[src/rtl/dunit_reg_dump_pkg.sv]
`default_nettype none
// +------------------------------------------------------------------------+
// | Package : dunit_reg_dump_pkg                                           |
// | Purpose : Shared debug-unit definitions. Holds the register-dump FSM   |
// |           state encoding, the byte width and the UART byte width.      |
// | Ports   : none (package)                                               |
// | Rev     : 1.0  initial release                                         |
// +------------------------------------------------------------------------+
package dunit_reg_dump_pkg;

  // State encoding for the register-dump FSM
  localparam logic [1:0] c_st_idle  = 2'b00;
  localparam logic [1:0] c_st_fetch = 2'b01;
  localparam logic [1:0] c_st_send  = 2'b10;
  localparam logic [1:0] c_st_done  = 2'b11;

  // Bits per byte, and width of one UART transmitter word
  localparam int NB_BYTE = 8;
  localparam int NB_UART = 8;

  typedef enum logic [1:0] {
    IDLE  = c_st_idle,
    FETCH = c_st_fetch,
    SEND  = c_st_send,
    DONE  = c_st_done
  } dump_state_t;

endpackage : dunit_reg_dump_pkg
`default_nettype wire

[src/rtl/dunit_reg_dump.sv]
`default_nettype none
// +------------------------------------------------------------------------+
// | Module  : dunit_reg_dump                                               |
// | Purpose : Streams the CPU register file out over the UART, one byte    |
// |           at a time, least-significant byte of each register first,    |
// |           while holding the CPU halted.                                |
// | Ports   : i_clk, i_reset (sync, active-high)                           |
// |           i_start      - one-cycle dump request                        |
// |           o_dunit_addr - register address to the debug read port       |
// |           i_dunit_reg  - combinational read data for o_dunit_addr      |
// |           o_tx_data / o_tx_valid / i_tx_ready - UART byte handshake    |
// |           o_cpu_halt   - clears pipeline clock enable while dumping    |
// |           o_busy       - FSM not idle                                  |
// |           o_done       - one-cycle pulse when the dump completes       |
// | Rev     : 1.0  initial release                                         |
// +------------------------------------------------------------------------+
module dunit_reg_dump
  import dunit_reg_dump_pkg::*;
#(
  parameter int NB_REG  = 32,
  parameter int NB_ADDR = 5,
  parameter int N_REGS  = 32
) (
  input  logic               i_clk,
  input  logic               i_reset,
  input  logic               i_start,
  output logic [NB_ADDR-1:0] o_dunit_addr,
  input  logic [NB_REG-1:0]  i_dunit_reg,
  output logic [NB_UART-1:0] o_tx_data,
  output logic               o_tx_valid,
  input  logic               i_tx_ready,
  output logic               o_cpu_halt,
  output logic               o_busy,
  output logic               o_done
);

  localparam int NB_BYTES = NB_REG / NB_BYTE;
  localparam int NB_CNT   = (NB_BYTES > 1) ? $clog2(NB_BYTES) : 1;

  localparam logic [NB_ADDR-1:0] c_last_addr = NB_ADDR'(N_REGS - 1);
  localparam logic [NB_CNT-1:0]  c_last_byte = NB_CNT'(NB_BYTES - 1);

  dump_state_t        r_state;
  dump_state_t        w_next_state;
  logic [NB_ADDR-1:0] r_addr;
  logic [NB_CNT-1:0]  r_byte_cnt;
  logic [NB_REG-1:0]  r_shift;

  logic w_xfer;
  logic w_last_byte;
  logic w_last_addr;

  // A transfer only happens while a byte is being offered
  assign w_xfer      = (r_state == SEND) && i_tx_ready;
  assign w_last_byte = (r_byte_cnt == c_last_byte);
  assign w_last_addr = (r_addr == c_last_addr);

  // ---------------------------------------------------------------------
  // State register and datapath
  // ---------------------------------------------------------------------
  always_ff @(posedge i_clk) begin
    if (i_reset) begin
      r_state    <= IDLE;
      r_addr     <= '0;
      r_byte_cnt <= '0;
      r_shift    <= '0;
    end else begin
      r_state <= w_next_state;
      case (r_state)
        IDLE: begin
          if (i_start) begin
            r_addr <= '0;
          end
        end
        FETCH: begin
          r_shift    <= i_dunit_reg;
          r_byte_cnt <= '0;
        end
        SEND: begin
          if (w_xfer) begin
            r_shift    <= r_shift >> NB_BYTE;
            r_byte_cnt <= r_byte_cnt + 1'b1;
            // Address only advances when another register follows, so it
            // never wraps past the last register.
            if (w_last_byte && !w_last_addr) begin
              r_addr <= r_addr + 1'b1;
            end
          end
        end
        default: begin
        end
      endcase
    end
  end

  // ---------------------------------------------------------------------
  // Next-state logic
  // ---------------------------------------------------------------------
  always_comb begin
    w_next_state = r_state;
    case (r_state)
      IDLE: begin
        if (i_start) begin
          w_next_state = FETCH;
        end
      end
      FETCH: begin
        w_next_state = SEND;
      end
      SEND: begin
        if (w_xfer && w_last_byte) begin
          w_next_state = w_last_addr ? DONE : FETCH;
        end
      end
      DONE: begin
        w_next_state = IDLE;
      end
      default: begin
        w_next_state = IDLE;
      end
    endcase
  end

  // Outputs decode only registered state, so o_tx_valid has no
  // combinational path from i_tx_ready.
  assign o_dunit_addr = r_addr;
  assign o_tx_data    = r_shift[NB_UART-1:0];
  assign o_tx_valid   = (r_state == SEND);
  assign o_busy       = (r_state != IDLE);
  assign o_cpu_halt   = (r_state != IDLE);
  assign o_done       = (r_state == DONE);

endmodule : dunit_reg_dump
`default_nettype wire

[config.mk]
export PLATFORM = sky130hd
export DESIGN_NAME = dunit_reg_dump
export DESIGN_NICKNAME = d
export VERILOG_FILES = /design/src/rtl/dunit_reg_dump_pkg.sv /design/src/rtl/dunit_reg_dump.sv
export SDC_FILE = /design/constraint.sdc
export NUM_CORES = 1
export LEC_CHECK = 0
export BUFFER_PORTS_ARGS = -buffer_cell sky130_fd_sc_hd__buf_2
export CAP_MARGIN = 5
export CORE_ASPECT_RATIO = 1.4
export CORE_UTILIZATION = 53
export DETAILED_ROUTE_END_ITERATION = 12
export GPL_ROUTABILITY_DRIVEN = 0
export PLACE_DENSITY = 0.76
export RECOVER_POWER = 100
export SETUP_SLACK_MARGIN = 0.15
export SLEW_MARGIN = 5
export SYNTH_ARGS = -nofsm -noshare
export SYNTH_HDL_FRONTEND = slang
export SYNTH_SLANG_ARGS = --single-unit
export TNS_END_PERCENT = 5
[constraint.sdc]
create_clock -name i_clk -period 2.44 [get_ports i_clk]
set_clock_uncertainty 0.15 [all_clocks]
set_input_delay 0.366 -clock i_clk [delete_from_list [all_inputs] [get_ports i_clk]]
set_output_delay 0.366 -clock i_clk [all_outputs]
set_load 0.02 [all_outputs]
==> impl_metrics.tcl, run 1 <==
set metrics [dict create \
    yosysSeqAreaShare_pct 38.3 \
    cp_slowest_stage_delay_ns 0.57 \
    cp_slowest_cell "dfxtp_1" \
    fill_cells 377 \
    cts-root-buf "clkbuf_8" \
    fmax_ghz 0.465 \
    grt_usage_pct 21.8 \
    p_total_mw 1.70 \
    outcome "complete, no violations" \
    postSynth.topFlopCell "dfxtp_1" \
    clock-sinks 41 \
    cts.htree.levels 2 \
    max-cap-violations 0 \
    numCtsBuffers 5 \
    syn2layout_area_growth_pct 11.7 \
    cts_hold_buf 0 \
    crit_path_cell_trace "nand2b_1, inv_2, clkbuf_1" \
    tns_ns 0 \
    setup_slack_ns 0.288 \
    initialDrtViolationCount 77 \
    syn_inst 250 \
    powerDensity_mw_per_mm2 711 \
    synth_edf_count 0 \
    postCtsSetupBuffers 0 \
    antenna_left 0 \
    grt_pass1_vias 1707 \
    yosysTopAreaCellShare_pct 38.3 \
    hold_violations 0 \
    setup_viol 0 \
    avgSynthCellArea_um2 8.57 \
    synth_top_area_cell "dfxtp_1" \
    pre_cts_ws_ns 0.368 \
    nets 323 \
    synth_area_leaders "dfxtp_1 38%, a311oi_2 14%, nand2_1 9.6%, nor3_1 6.1%, buf_4 3.9%" \
    crit_path_start_kind "flop" \
    start_util_pct 54.7 \
    grt-ovfl-total 0 \
    drive_gt1_share_pct 23.5 \
    coreArea_mm2 0.00392 \
    maxSlewHeadroom_pct 61.6 \
    yosys-top-cells-count "55 x nand2_1, 41 x dfxtp_1, 26 x nor3_1" \
    ys_warn_count 0 \
    pwr-share-comb_pct 16.8 \
    async_flop_share_pct 0 \
    rsz0062_at_grt "no" \
    synth_most_common_cell "nand2_1" \
    vias_per_cell 5.85 \
    hold_path.class "input pin to flop" \
    p_leak_nw 0.908 \
    cts_resized 0 \
    diodes 0 \
    clk_path_buf_depth 2 \
    clk_pin_slew_ns 0.08 \
    grt_pass1_wl_um 7510 \
    cts_tree "built" \
    worstPathArrival_ns 1.64 \
    clkPwrFrac_pct 38.9 \
    io_buffers 52 \
    die_area_mm2 0.00431 \
    syn_area_mm2 0.00214 \
    drc_errors 0 \
    worstSkewPairLatency_ns 0.30 \
    path_max_fanout 14 \
    wirelength_um 4420 \
    slew_violations 0 \
    hpwl_um 2870 \
    die_y_um 77.2 \
    ir_worst_vdd_mv 0.511 \
    fin_crit_ns 2.15 \
    path_class "flop to primary output" \
    synth_cell_types 33 \
    synth_seq_cells 41 \
    antenna_found_initial 0 \
    firstDrtPassIters 4 \
    p_sw_share_pct 26.7 \
    rows 27 \
    vias 1918 \
    worstMarginPinSlew_ns 0.577 \
    io_pins 53 \
    seq_power_share_pct 44.3 \
    end_kind "primary output" \
    grt_start_max_net_pins 27 \
    post-route-period-util_pct 88.2 \
    power.switching_mw 0.454 \
    required_ns 1.92 \
    wl_per_cell_um 13.5 \
    synth_nets 289 \
    fp.dieW_um 55.7 \
    p_int_mw 1.25 \
]
## layer usage
layer / vias up / wire [um] / global-route usage (%) / part of all wire (%)
li1: 961 / - / - / -
met1: 889 / 1970 / 26.1 / 45
met2: 58 / 2120 / 36.1 / 48
met3: 10 / 227 / 4.89 / 5.1
met4: 0 / 107 / 10.8 / 2.4
met5: - / 0 / 0 / 0
## power by group through the flow
stage | clock network [mW] | logic [mW] | registers (mW)
floorplan | 0 | 0.260 | 0.759
global placement | 0 | 0.302 | 0.767
detailed placement | 0 | 0.307 | 0.770
CTS | 0.674 | 0.309 | 0.753
global route | 0.703 | 0.317 | 0.761
finish | 0.663 | 0.287 | 0.754
## kinds of logic (layout without fill, tap and decap cells)
logic type / Yosys count / in the layout / synth area share [%]
buffers and inverters: 35 / 70 / 9.63
adders and majority gates: 3 / 3 / 1.75
AOI/OAI and AO/OA: 50 / 50 / 24.2
DFF: 41 / 41 / 38.3
muxes: 1 / 1 / 0.467
and+or+nand+nor: 120 / 120 / 25.7
## through the flow
stage | hold slack, ns | instances | util, % | area [um^2]
6_report | 0.177 | 328 | 61.1 | 2390
5_1_grt | 0.169 | 328 | 61.1 | 2390
4_1_cts | 0.171 | 328 | 63.1 | 2470
3_5_place_dp | 0.325 | 320 | 59.5 | 2330
3_3_place_gp | 0.318 | 320 | 59.5 | 2330
2_1_floorplan | 0.299 | 250 | - | 2140
## worst max-delay path, delay by kind of cell (launching register included)
family,cells,cell delay (ns)
DFF,1,0.57
buffers and inverters,2,0.48
and+or+nand+nor,1,0.28
## flip-flops by register name (all words and copies together), names as in the netlist
| signal | count |
|---|---|
| o_dunit_addr | 5 |
| r_state | 2 |
| r_shift | 32 |
| r_byte_cnt | 2 |
## final timing paths
| check | from | depth (start not counted) | to | slack (ns) |
|---|---|---|---|---|
| worst min register to register | r_shift[19]$_SDFFE_PP0P_ | 2 | r_shift[11]$_SDFFE_PP0P_ | 0.33 |
| worst min-delay path | i_dunit_reg[2] | 3 | r_shift[2]$_SDFFE_PP0P_ | 0.18 |
| worst max-delay path | r_state[1]$_SDFFE_PP0P_ | 3 | o_tx_valid | 0.29 |
| worst max register to register | r_state[1]$_SDFFE_PP0P_ | 4 | r_shift[23]$_SDFFE_PP0P_ | 0.30 |
## layout by cell type (no fill, tap or decap), types with 5 or more instances in the layout
cell and instances:
a2111oi_0 7, a21oi_1 7, a311oi_1 11, a311oi_2 13, buf_2 35, clkbuf_1 18
clkbuf_8 5, dfxtp_1 41, nand2_1 55, nand2b_1 5, nand3_1 5, nor2_1 15
nor3_1 26, o211ai_1 5
## layout make-up
type	instances	area [um^2]	share of cell area (%)
Clock buffer	5	68.8	2.87
Clock inverter	3	68.8	2.87
Inverter	2	7.51	0.313
Multi-Input combinational cell	174	1070	44.9
Sequential cell	41	821	34.3
Tap cell	43	53.8	2.25
Timing Repair Buffer	60	300	12.5
No activity file was read; power rests on OpenSTA's default activity.
==> run 2, diff against run 1 <==
- GPL_TIMING_DRIVEN: unset -> 1
- RECOVER_POWER: 100 -> unset
- SKIP_CTS_REPAIR_TIMING: unset -> 1
==> impl_metrics.tcl, run 2 (same netlist as run 1, synthesis figures left out) <==
set metrics [dict create \
    outcome "complete, no violations" \
    io_buffers 52 \
    slew_violations 0 \
    path_max_fanout 14 \
    largest_register_ffs 32 \
    initialDrtViolationCount 72 \
    cp_slowest_cell "dfxtp_1" \
    fp.dieW_um 55.7 \
    ir_worst_vdd_mv 0.515 \
    coreArea_mm2 0.00392 \
    fin_hold_ws_ns 0.178 \
    worstSkewPairLatency_ns 0.30 \
    path_class "flop to primary output" \
    maxSlewHeadroom_pct 58.9 \
    hold_violations 0 \
    wl_per_cell_um 13.4 \
    antenna_left 0 \
    grt_start_max_net_pins 27 \
    numCtsBuffers 5 \
    wirelength_um 4400 \
    drive_gt1_share_pct 32.3 \
    detailed_place.area_mm2 0.00233 \
    vias 1893 \
    worstPathArrival_ns 1.58 \
    max-cap-violations 0 \
    fmax_ghz 0.477 \
    required_ns 1.92 \
    powerDensity_mw_per_mm2 697 \
    die_area_mm2 0.00431 \
    end_kind "primary output" \
    io_pins 53 \
    nets 323 \
    syn2layout_area_growth_pct 15.3 \
    hold_depth 3 \
    critPathTopFamily "flip-flops" \
    worstMarginPinSlew_ns 0.617 \
    rsz0062_at_grt "no" \
    post-route-period-util_pct 85.9 \
    cts.htree.levels 2 \
    cts-root-buf "clkbuf_8" \
    crit_path_start_kind "flop" \
    crit_path_cell_trace "nand2b_1, inv_2, buf_2" \
    fill_cells 347 \
    p_total_mw 1.72 \
    die_y_um 77.2 \
    grt-ovfl-total 0 \
    diodes 0 \
    tns_ns 0 \
    p_leak_nw 0.990 \
    placedCellCount 320 \
    hpwl_um 2870 \
    cp.depth 3 \
    start_util_pct 54.7 \
    antenna_found_initial 0 \
    cp_slowest_stage_delay_ns 0.57 \
    final_cell_mix "55 x nand2_1, 52 x buf_2, 41 x dfxtp_1" \
    r2r_cells 6 \
    cts_tree "built" \
    grt_pass1_vias 1707 \
    firstDrtPassIters 4 \
    rows 27 \
    final_cells 328 \
    final_common_cell "nand2_1" \
    vias_per_cell 5.77 \
    drc_errors 0 \
    grt_usage_pct 21.8 \
    grt_pass1_wl_um 7510 \
    hold_path.class "input pin to flop" \
    clock-sinks 41 \
    critPathBufInv 2 \
    setup_viol 0 \
    clk_path_buf_depth 2 \
    clk_pin_slew_ns 0.08 \
    fin_crit_ns 2.10 \
    design_area_mm2 0.00247 \
    top_register "r_shift" \
]
-- run 2: cell types whose count changed in the layout (fill, tap and decap cells not counted), sizes merged --
cell    change
clkbuf     -21
buf        +21
-- run 2: metal layers --
metal  GRT usage, %  up-vias  share of wire [%]
li1               -      960                  -
met1           26.1      879                 46
met2           36.1       45                 47
met3           4.89        9                3.9
met4           10.8        0                2.4
met5              0        -                  0
-- run 2: layout make-up --
cell class	count	area (um^2)	share of cell area (%)
Tap cell	43	53.8	2.18
Multi-Input combinational cell	174	1120	45.3
Clock inverter	3	68.8	2.78
Inverter	2	7.51	0.304
Timing Repair Buffer	60	333	13.5
Clock buffer	5	68.8	2.78
Sequential cell	41	821	33.2
-- run 2: path summary, 6_finish.rpt --
path,start,end,slack [ns]
max reg2reg,o_dunit_addr[0]$_SDFFE_PP0P_,o_dunit_addr[3]$_SDFFE_PP0P_,0.35
max,r_state[1]$_SDFFE_PP0P_,o_tx_valid,0.34
min reg2reg,r_shift[10]$_SDFFE_PP0P_,r_shift[2]$_SDFFE_PP0P_,0.33
min,i_dunit_reg[2],r_shift[2]$_SDFFE_PP0P_,0.18
-- run 2: report_power, final --
group | total [mW] | internal, mW | switching, mW
logic | 0.308 | 0.129 | 0.178
clock network | 0.662 | 0.412 | 0.250
registers | 0.754 | 0.722 | 0.0317
-- run 2: worst min-delay path, cell delays in order --
cell and delay (ns):
buf_2 0.09, nand2_1 0.05, a311oi_1 0.07
-- run 2: through the flow --
| stage | utilization [%] | setup WS, ns |
|---|---|---|
| 2_1_floorplan | - | 0.387 |
| 3_3_place_gp | 59.5 | 0.437 |
| 3_5_place_dp | 59.5 | 0.368 |
| 4_1_cts | 63.1 | 0.237 |
| 5_1_grt | 63.1 | 0.203 |
| 6_report | 63.1 | 0.343 |
